**config.mk**
```make
export PLATFORM = sky130hd
export DESIGN_NAME = seq_pattern_gen
export DESIGN_NICKNAME = d
export VERILOG_FILES = /design/src/rtl/seq_gen_pkg.sv /design/src/rtl/seq1011_ref_det.sv /design/src/rtl/seq_pattern_gen.sv
export SDC_FILE = /design/constraint.sdc
export NUM_CORES = 1
export LEC_CHECK = 0
export ABC_CLOCK_PERIOD_IN_PS = 2250
export CAP_MARGIN = 20
export CORE_MARGIN = 1
export CORE_UTILIZATION = 25
export DETAILED_ROUTE_END_ITERATION = 8
export SYNTH_ARGS = -nofsm -noshare
export SYNTH_HDL_FRONTEND = slang
export SYNTH_SLANG_ARGS = --single-unit
```
**constraint.sdc**
```tcl
create_clock -name clk -period 2.25 [get_ports clk]
set_input_delay 0.225 -clock clk [delete_from_list [all_inputs] [get_ports clk]]
set_output_delay 0.225 -clock clk [all_outputs]
set_load 0.02 [all_outputs]
```
**src/rtl/seq_gen_pkg.sv**
```systemverilog
// Shared types and default sizes for the serial pattern generator and its
// reference "1011" detector.
package seq_gen_pkg;

    localparam int DEF_MAX_LEN = 16;
    localparam int DEF_REP_W   = 8;

    typedef enum logic [1:0] {
        IDLE = 2'd0,
        SEND = 2'd1,
        DONE = 2'd2
    } gen_state_t;

    typedef enum logic [1:0] {
        S0   = 2'd0,
        S1   = 2'd1,
        S10  = 2'd2,
        S101 = 2'd3
    } det_state_t;

endpackage

```
**src/rtl/seq1011_ref_det.sv**
```systemverilog
// Overlapping Mealy detector for "1011"; advances only on valid bits and is
// returned to S0 by clr so each job starts with a clean history.
module seq1011_ref_det
    import seq_gen_pkg::*;
(
    input  logic clk,
    input  logic reset,
    input  logic clr,
    input  logic x,
    input  logic x_valid,
    output logic z
);

    det_state_t state_reg;
    det_state_t state_next;

    always_comb begin
        state_next = state_reg;
        if (x_valid) begin
            case (state_reg)
                S0:      state_next = x ? S1   : S0;
                S1:      state_next = x ? S1   : S10;
                S10:     state_next = x ? S101 : S0;
                S101:    state_next = x ? S1   : S10;
                default: state_next = S0;
            endcase
        end
    end

    always_ff @(posedge clk or negedge reset) begin
        if (!reset) begin
            state_reg <= S0;
        end else if (clr) begin
            state_reg <= S0;
        end else begin
            state_reg <= state_next;
        end
    end

    assign z = x_valid & x & (state_reg == S101);

endmodule

```
**src/rtl/seq_pattern_gen.sv**
```systemverilog
// Shifts a latched pattern out MSB-first, repeated repeat_n+1 times back-to-back.
// Define SEQ_PATTERN_GEN_EXPECT_EN to build the reference "1011" detector on expect_z.
module seq_pattern_gen
    import seq_gen_pkg::*;
#(
    parameter int MAX_LEN = DEF_MAX_LEN,
    parameter int LEN_W   = $clog2(MAX_LEN + 1),
    parameter int REP_W   = DEF_REP_W
) (
    input  logic               clk,
    input  logic               reset,
    input  logic               start,
    input  logic               abort,
    input  logic [MAX_LEN-1:0] pat,
    input  logic [LEN_W-1:0]   len,
    input  logic [REP_W-1:0]   repeat_n,
    output logic               x,
    output logic               x_valid,
    output logic               busy,
    output logic               done,
    output logic               expect_z
);

    localparam int IDX_W = (MAX_LEN > 1) ? $clog2(MAX_LEN) : 1;

    gen_state_t         state_reg;
    logic [MAX_LEN-1:0] pat_reg;
    logic [IDX_W-1:0]   last_reg;
    logic [IDX_W-1:0]   idx_reg;
    logic [REP_W-1:0]   rep_reg;
    logic               x_reg;
    logic               x_valid_reg;
    logic               busy_reg;
    logic               done_reg;

    logic [LEN_W-1:0]   len_clamped;
    logic [IDX_W-1:0]   len_last;
    logic               accept;
    logic               abort_take;

    // Only the index of the first bit is kept; the length itself is not needed afterwards.
    always_comb begin
        len_clamped = (len > LEN_W'(MAX_LEN)) ? LEN_W'(MAX_LEN) : len;
        len_last    = IDX_W'(len_clamped - LEN_W'(1));
        accept      = (state_reg == IDLE) && start && (len != '0);
        abort_take  = (state_reg == SEND) && abort;
    end

    always_ff @(posedge clk or negedge reset) begin
        if (!reset) begin
            state_reg   <= IDLE;
            pat_reg     <= '0;
            last_reg    <= '0;
            idx_reg     <= '0;
            rep_reg     <= '0;
            x_reg       <= 1'b0;
            x_valid_reg <= 1'b0;
            busy_reg    <= 1'b0;
            done_reg    <= 1'b0;
        end else begin
            case (state_reg)
                IDLE: begin
                    if (accept) begin
                        pat_reg     <= pat;
                        last_reg    <= len_last;
                        idx_reg     <= len_last;
                        rep_reg     <= repeat_n;
                        x_reg       <= pat[len_last];
                        x_valid_reg <= 1'b1;
                        busy_reg    <= 1'b1;
                        state_reg   <= SEND;
                    end
                end
                SEND: begin
                    if (abort) begin
                        state_reg   <= IDLE;
                        x_reg       <= 1'b0;
                        x_valid_reg <= 1'b0;
                        busy_reg    <= 1'b0;
                    end else if (idx_reg != '0) begin
                        idx_reg <= idx_reg - IDX_W'(1);
                        x_reg   <= pat_reg[idx_reg - IDX_W'(1)];
                    end else if (rep_reg != '0) begin
                        // Next pass starts on the very next cycle, no gap bit.
                        rep_reg <= rep_reg - REP_W'(1);
                        idx_reg <= last_reg;
                        x_reg   <= pat_reg[last_reg];
                    end else begin
                        state_reg   <= DONE;
                        x_reg       <= 1'b0;
                        x_valid_reg <= 1'b0;
                        done_reg    <= 1'b1;
                    end
                end
                DONE: begin
                    state_reg <= IDLE;
                    done_reg  <= 1'b0;
                    busy_reg  <= 1'b0;
                end
                default: begin
                    state_reg <= IDLE;
                end
            endcase
        end
    end

    assign x       = x_reg;
    assign x_valid = x_valid_reg;
    assign busy    = busy_reg;
    assign done    = done_reg;

`ifdef SEQ_PATTERN_GEN_EXPECT_EN
    seq1011_ref_det u_ref_det (
        .clk     (clk),
        .reset   (reset),
        .clr     (accept | abort_take),
        .x       (x_reg),
        .x_valid (x_valid_reg),
        .z       (expect_z)
    );
`else
    assign expect_z = 1'b0;
`endif

endmodule

```
## Yosys cells after proc, flatten, opt, wreduce, memory -nomap -nowiden

Index checks and enable logic that the tools add are counted.

| operators by class | value |
|---|---|
| magnitude comparators | 4 |
| $add $sub $neg | 3 |
| shift operators | 0 |
| div/mod/pow operators | 0 |
| reduce and logical (&&, ||, !) cells | 17 |
| eq/ne operators | 11 |
| mux-type cells | 38 |
| $mul | 0 |
| bitwise operators | 0 |

Operator list:

| cell | count |
|---|---|
| $mux 8 | 4 |
| $mux 4 | 5 |
| $pmux 8 s2 | 1 |
| $lt 4x5->1 const B | 3 |
| $mux 1 | 15 |
| $bmux 1 s4 | 3 |
| $reduce_and 4->1 | 3 |
| $ne 2x2->1 const B | 5 |
| $mux 2 | 4 |
| $pmux 4 s2 | 1 |
| $reduce_bool 8->1 | 1 |
| $sub 4x1->4 const B | 2 |
| $sub 8x1->8 const B | 1 |
| $ne 3x3->1 const B | 2 |
| $pmux 1 s2 | 3 |
| $reduce_and 3->1 | 2 |
| $gt 5x5->1 const B | 1 |
| $reduce_and 5->1 | 1 |
| $reduce_bool 5->1 | 1 |
| $pmux 2 s2 | 1 |
| $reduce_and 2->1 | 2 |
| $reduce_bool 2->1 | 2 |
| $reduce_bool 4->1 | 1 |
| $ne 3x1->1 const B | 1 |
| 7 further kinds | 8 |

| word-level totals | value |
|---|---|
| ROM bits | 0 |
| bits in writable memories | 0 |
| latch bits | 0 |
| memories | 0 |
| bits of input ports | 33 |
| flip-flop bits (word level) | 38 |
| logic and storage cells | 82 |

## Longest topological paths before layout

| logic depth | value |
|---|---|
| word-level depth | 7 |
| depth in mapped cells | 9 |
| mapped depth without buffers | 8 |

## Worst setup path after synthesis

No wires, ideal clock.

| path | value |
|---|---|
| path type | register to register |
| start point | register idx_reg[0] |
| end point | register x_reg, in the netlist x |
| stages on the path, launching flop included | 10 |
| setup slack | 235 ps |
| setup time | 129 ps |
| data arrival time | 1886 ps |
| path buffers | 1 |
| data required time | 2121 ps |
| cells stage by stage | dfrtp_1 -> inv_1 -> ha_1 -> clkbuf_1 -> mux2_2 -> a211oi_1 -> a21oi_1 -> o21a_1 -> nand4b_1 -> a22oi_2 |

| on the way | value |
|---|---|
| cells in the longest elaborated chain, start to end | 6 |
| elaborated cells between the ends (all ways) | 7 |
| those cells by class | 1 x add/sub; 5 x mux; 1 x reduce/logical |

RTL lines:

| what | RTL line | source |
|---|---|---|
| start, declared | seq_pattern_gen.sv:29 | `logic [IDX_W-1:0] idx_reg;` |
| start signal, assigned | seq_pattern_gen.sv:66 | `idx_reg <= len_last;` |
| start signal, assigned | seq_pattern_gen.sv:81 | `idx_reg <= idx_reg - IDX_W'(1);` |
| start signal, assigned | seq_pattern_gen.sv:86 | `idx_reg <= last_reg;` |
| $sub 4x1->4 | seq_pattern_gen.sv:82 | `x_reg <= pat_reg[idx_reg - IDX_W'(1)];` |
| $bmux 1 s4 | seq_pattern_gen.sv:82 |  |
| $mux 1 (not written as such) | seq_pattern_gen.sv:82 |  |
| $mux 1 * | seq_pattern_gen.sv:80 | `end else if (idx_reg != '0) begin` |
| $mux 1 * | seq_pattern_gen.sv:75 | `if (abort) begin` |
| $pmux 1 s2 * | seq_pattern_gen.sv:61 | `case (state_reg)` |
| end signal, assigned | seq_pattern_gen.sv:68 | `x_reg <= pat[len_last];` |
| end signal, assigned | seq_pattern_gen.sv:82 |  |
| end signal, assigned | seq_pattern_gen.sv:87 | `x_reg <= pat_reg[last_reg];` |
| end, declared | seq_pattern_gen.sv:31 | `logic x_reg;` |

Mark *: on every way between the ends. The rest lies on a longest branch, timed or not. The select of a mux whose other input is x is not followed.
A chain may end at the register's enable or synchronous reset.

## Worst setup path after layout

| path | value |
|---|---|
| start point | register idx_reg[1] |
| end point | register rep_reg[2] |

| on the way | value |
|---|---|
| cells in the longest elaborated chain, start to end | 3 |

RTL lines:

| what | RTL line | source |
|---|---|---|
| $reduce_bool 4->1 | seq_pattern_gen.sv:80 |  |
| $ne 2x2->1 (no line) | -- |  |
| $reduce_and 5->1 (no line) | -- |  |
| end signal, assigned | seq_pattern_gen.sv:67 | `rep_reg <= repeat_n;` |
| end signal, assigned | seq_pattern_gen.sv:85 | `rep_reg <= rep_reg - REP_W'(1);` |
| end, declared | seq_pattern_gen.sv:30 | `logic [REP_W-1:0] rep_reg;` |

No other way between the ends.

==> impl_metrics.tcl <==
set metrics [dict create \
    die_area_um2 10900 \
    fin_crit_ns 2.15 \
    power.clock.fraction_pct 11.3 \
    worst_setup_path_end_kind "register" \
    dpl.hpwl_um 5260 \
    fp-row-count 36 \
    cp_data_arrival_time_ns 2.34 \
    critical_path_peak_fanout 5 \
    dpl.cell_count 448 \
    syn_nets 308 \
    grt_pass1_wl_um 11600 \
    power.leakage_nw 1.37 \
    grt_start_max_net_pins 39 \
    global_route.overflow_total 0 \
    pwr_density_cell_nw_per_um2 1290 \
    netlist_area_um2 2610 \
    status "complete, no violations" \
    grt_setup_unrepaired "true" \
    ys.flop_type "dfrtp_1" \
    layout-drive-gt1-share_pct 24.5 \
    path_delay_family "compound AO/OA/AOI/OAI gates" \
    buffer_ports.inserted 36 \
    worst-slew-pin-transition_ns 0.907 \
    synth_area_per_cell_um2 9.74 \
    synth_seq_area_share_pct 36.4 \
    largest_register_ffs 16 \
    number_of_optimization_iterations_in_the_first_detailed_route_pass 4 \
    synth_enable_flop_cells 0 \
    drt_iter0_drc 102 \
    preCtsSetupSlack_ns -0.0151 \
    slowest_stage "or3b_1" \
    drtAntennaViolNets 0 \
    worst_setup_hold_path_clk_slew_ns 0.08 \
    worst-endpoint-required_ns 2.44 \
    timing.hold.worst.class "primary input to async pin" \
    synth_top_area_share_pct 36.4 \
    antenna_cells 0 \
    final_cell_count_no_fill 459 \
    clock_tree_from_tritoncts "built" \
    final_util_pct 34.2 \
    final_common_cell "dfrtp_1" \
    timing.slew.headroom_pct 39.5 \
    power_frac_seq_pct 31.6 \
    gp_congestion 0.842 \
    power_switching_w 0.00183 \
    crit_path_max_incr_delay_ns 0.42 \
    count_of_boundary_i_o_pins 38 \
    crit_path_start_kind "register" \
    hold_viol 0 \
    ctsHoldBuffers 0 \
    yosys_register_bits 38 \
    worst-path-buf-inv 2 \
    cts_num_sinks 38 \
    netlist.top_cell.by_area "dfrtp_1" \
    clock_latency_ns 0.30 \
    gate_count_post_synth 268 \
    core_area_um2 9950 \
    wl_per_cell_um 15.1 \
    crit_chain "inv_1 -> ha_1 -> or3b_1 -> a211oi_2 -> a2bb2oi_2 -> buf_4 -> and3_1 -> o21ai_1 -> o221a_2" \
    layout.cells.most_common_list "dfrtp_1, clkdlybuf4s50_1, buf_4" \
    cts_max_level 2 \
    worst_vdd_rail_ir_drop_mv 0.415 \
    synth.lib_cells_used.distinct 59 \
    grt_pass1_vias 2345 \
    die_width_um 104 \
    timing_worst_setup_path_type "register to register" \
    globalRouteTotalUtil_pct 13.4 \
    timing_max_transition_violations_final 0 \
    finalNetCount 365 \
    cellInternalPower_w 0.00256 \
    drv.max_cap_violation_count 0 \
    cts_root_buffer "clkbuf_8" \
    r2r_slack_ns 0.10 \
    p_comb_share_pct 57.1 \
    antenna_violations_before_repair 0 \
    ys_async_sr_fraction_pct 100 \
    initial_utilization_pct 26.2 \
    min_period_over_period_pct 95.5 \
    finalHoldWorstSlack_ns 0.0554 \
    setup_viol 0 \
    final_critical_path_setup_slack_ns 0.101 \
    wirelength_um 6930 \
    syn_to_final_growth_pct 30.6 \
    skew_ns 0.00415 \
    switching_share_pct 41.7 \
    post-route-drc-count 0 \
    achievable-frequency_mhz 465 \
    vias 2245 \
    die_h_um 104 \
    yosysWarningCount 0 \
    cts.path.max_buffers 2 \
    drt-vias-per-instance 4.89 \
    synth_area_leaders "dfrtp_1, mux2_2, mux4_2, nand2_1, o21ai_0" \
    cts-buffers-inserted 5 \
    post-layout-total-power_w 0.00439 \
]
## cells by family (layout without fill, tap and decap cells)
group	count (synthesis)	after routing	share of synthesized area (%)
muxes	29	29	15.3
other	1	1	0.144
adders and majority gates	7	7	3.36
and+or+nand+nor	81	81	16.8
xor gates and xnor gates	2	2	0.671
AOI/OAI and AO/OA	79	79	21.9
DFF	38	38	36.4
buffers and inverters	31	89	5.42
## path summary, 6_finish.rpt
path | endpoint | cells after the start | startpoint
setup / recovery | rep_reg[2] | 9 | idx_reg[1]
hold / removal | idx_reg[0] | 1 | reset
setup reg to reg | rep_reg[2] | 9 | idx_reg[1]
hold reg to reg | busy | 2 | busy
max in group asynchronous | last_reg[2] | 1 | reset
min in group clk | pat_reg[9] | 3 | pat[9]
## power by group through the flow
| stage | sequential (W) | combinational (W) | clock [W] |
|---|---|---|---|
| global route | 0.00144 | 0.00274 | 0.000547 |
| global placement | 0.00138 | 0.00239 | 0 |
| detailed placement | 0.00140 | 0.00245 | 0 |
| finish | 0.00139 | 0.00251 | 0.000494 |
| CTS | 0.00138 | 0.00246 | 0.000507 |
| floorplan | 0.00131 | 0.00167 | 0 |
## worst register-to-register path, delay by kind of cell, from the launching register on
kind | cells | cell delay, ns
AO/OA/AOI/OAI | 4 | 0.65
AND/OR/NAND/NOR | 2 | 0.57
flip-flops | 1 | 0.40
buffers and inverters | 2 | 0.25
adder cells (fa/ha/maj) | 1 | 0.17
## final cells by class
class                   count  area (um2)
fillers                  1014        6550
clock inverters             3        21.3
clock buffers               5        68.8
well taps                 133         166
inverters                  14        52.6
multi-input cells         199        1520
flip-flops and latches     38         951
repair buffers             67         626
## cell usage after synthesis (4+ instances only)
cell,count
o211ai_1,7
mux4_2,7
clkbuf_1,7
nand2_1,25
o22ai_1,6
buf_2,5
nor2b_1,4
nor2_1,16
dfrtp_1,38
ha_1,7
mux2_2,17
o21ai_0,18
mux2i_1,5
a21oi_1,14
nor3_1,11
inv_1,14
## routing by layer
metal	share of wire (%)	vias up	track usage (%)
met5	0	-	0
met4	1.6	0	4.49
met3	3.9	11	3.20
met2	47	47	22.1
met1	47	1080	17.1
li1	-	1107	-
## stage by stage
stage | setup TNS [ns] | cell area, um2
floorplan | 0 | 2610
global placement | 0 | 3290
detailed placement | -0.0487 | 3290
CTS | 0 | 3380
global route | -0.119 | 3410
finish | 0 | 3410
## what timing repair did
item / in CTS / in global routing
buffers inserted: 0 / 3
gates resized for setup: 0 / 2
setup endpoints to repair: 0 / 7
No activity file was read; power rests on OpenSTA's default activity.
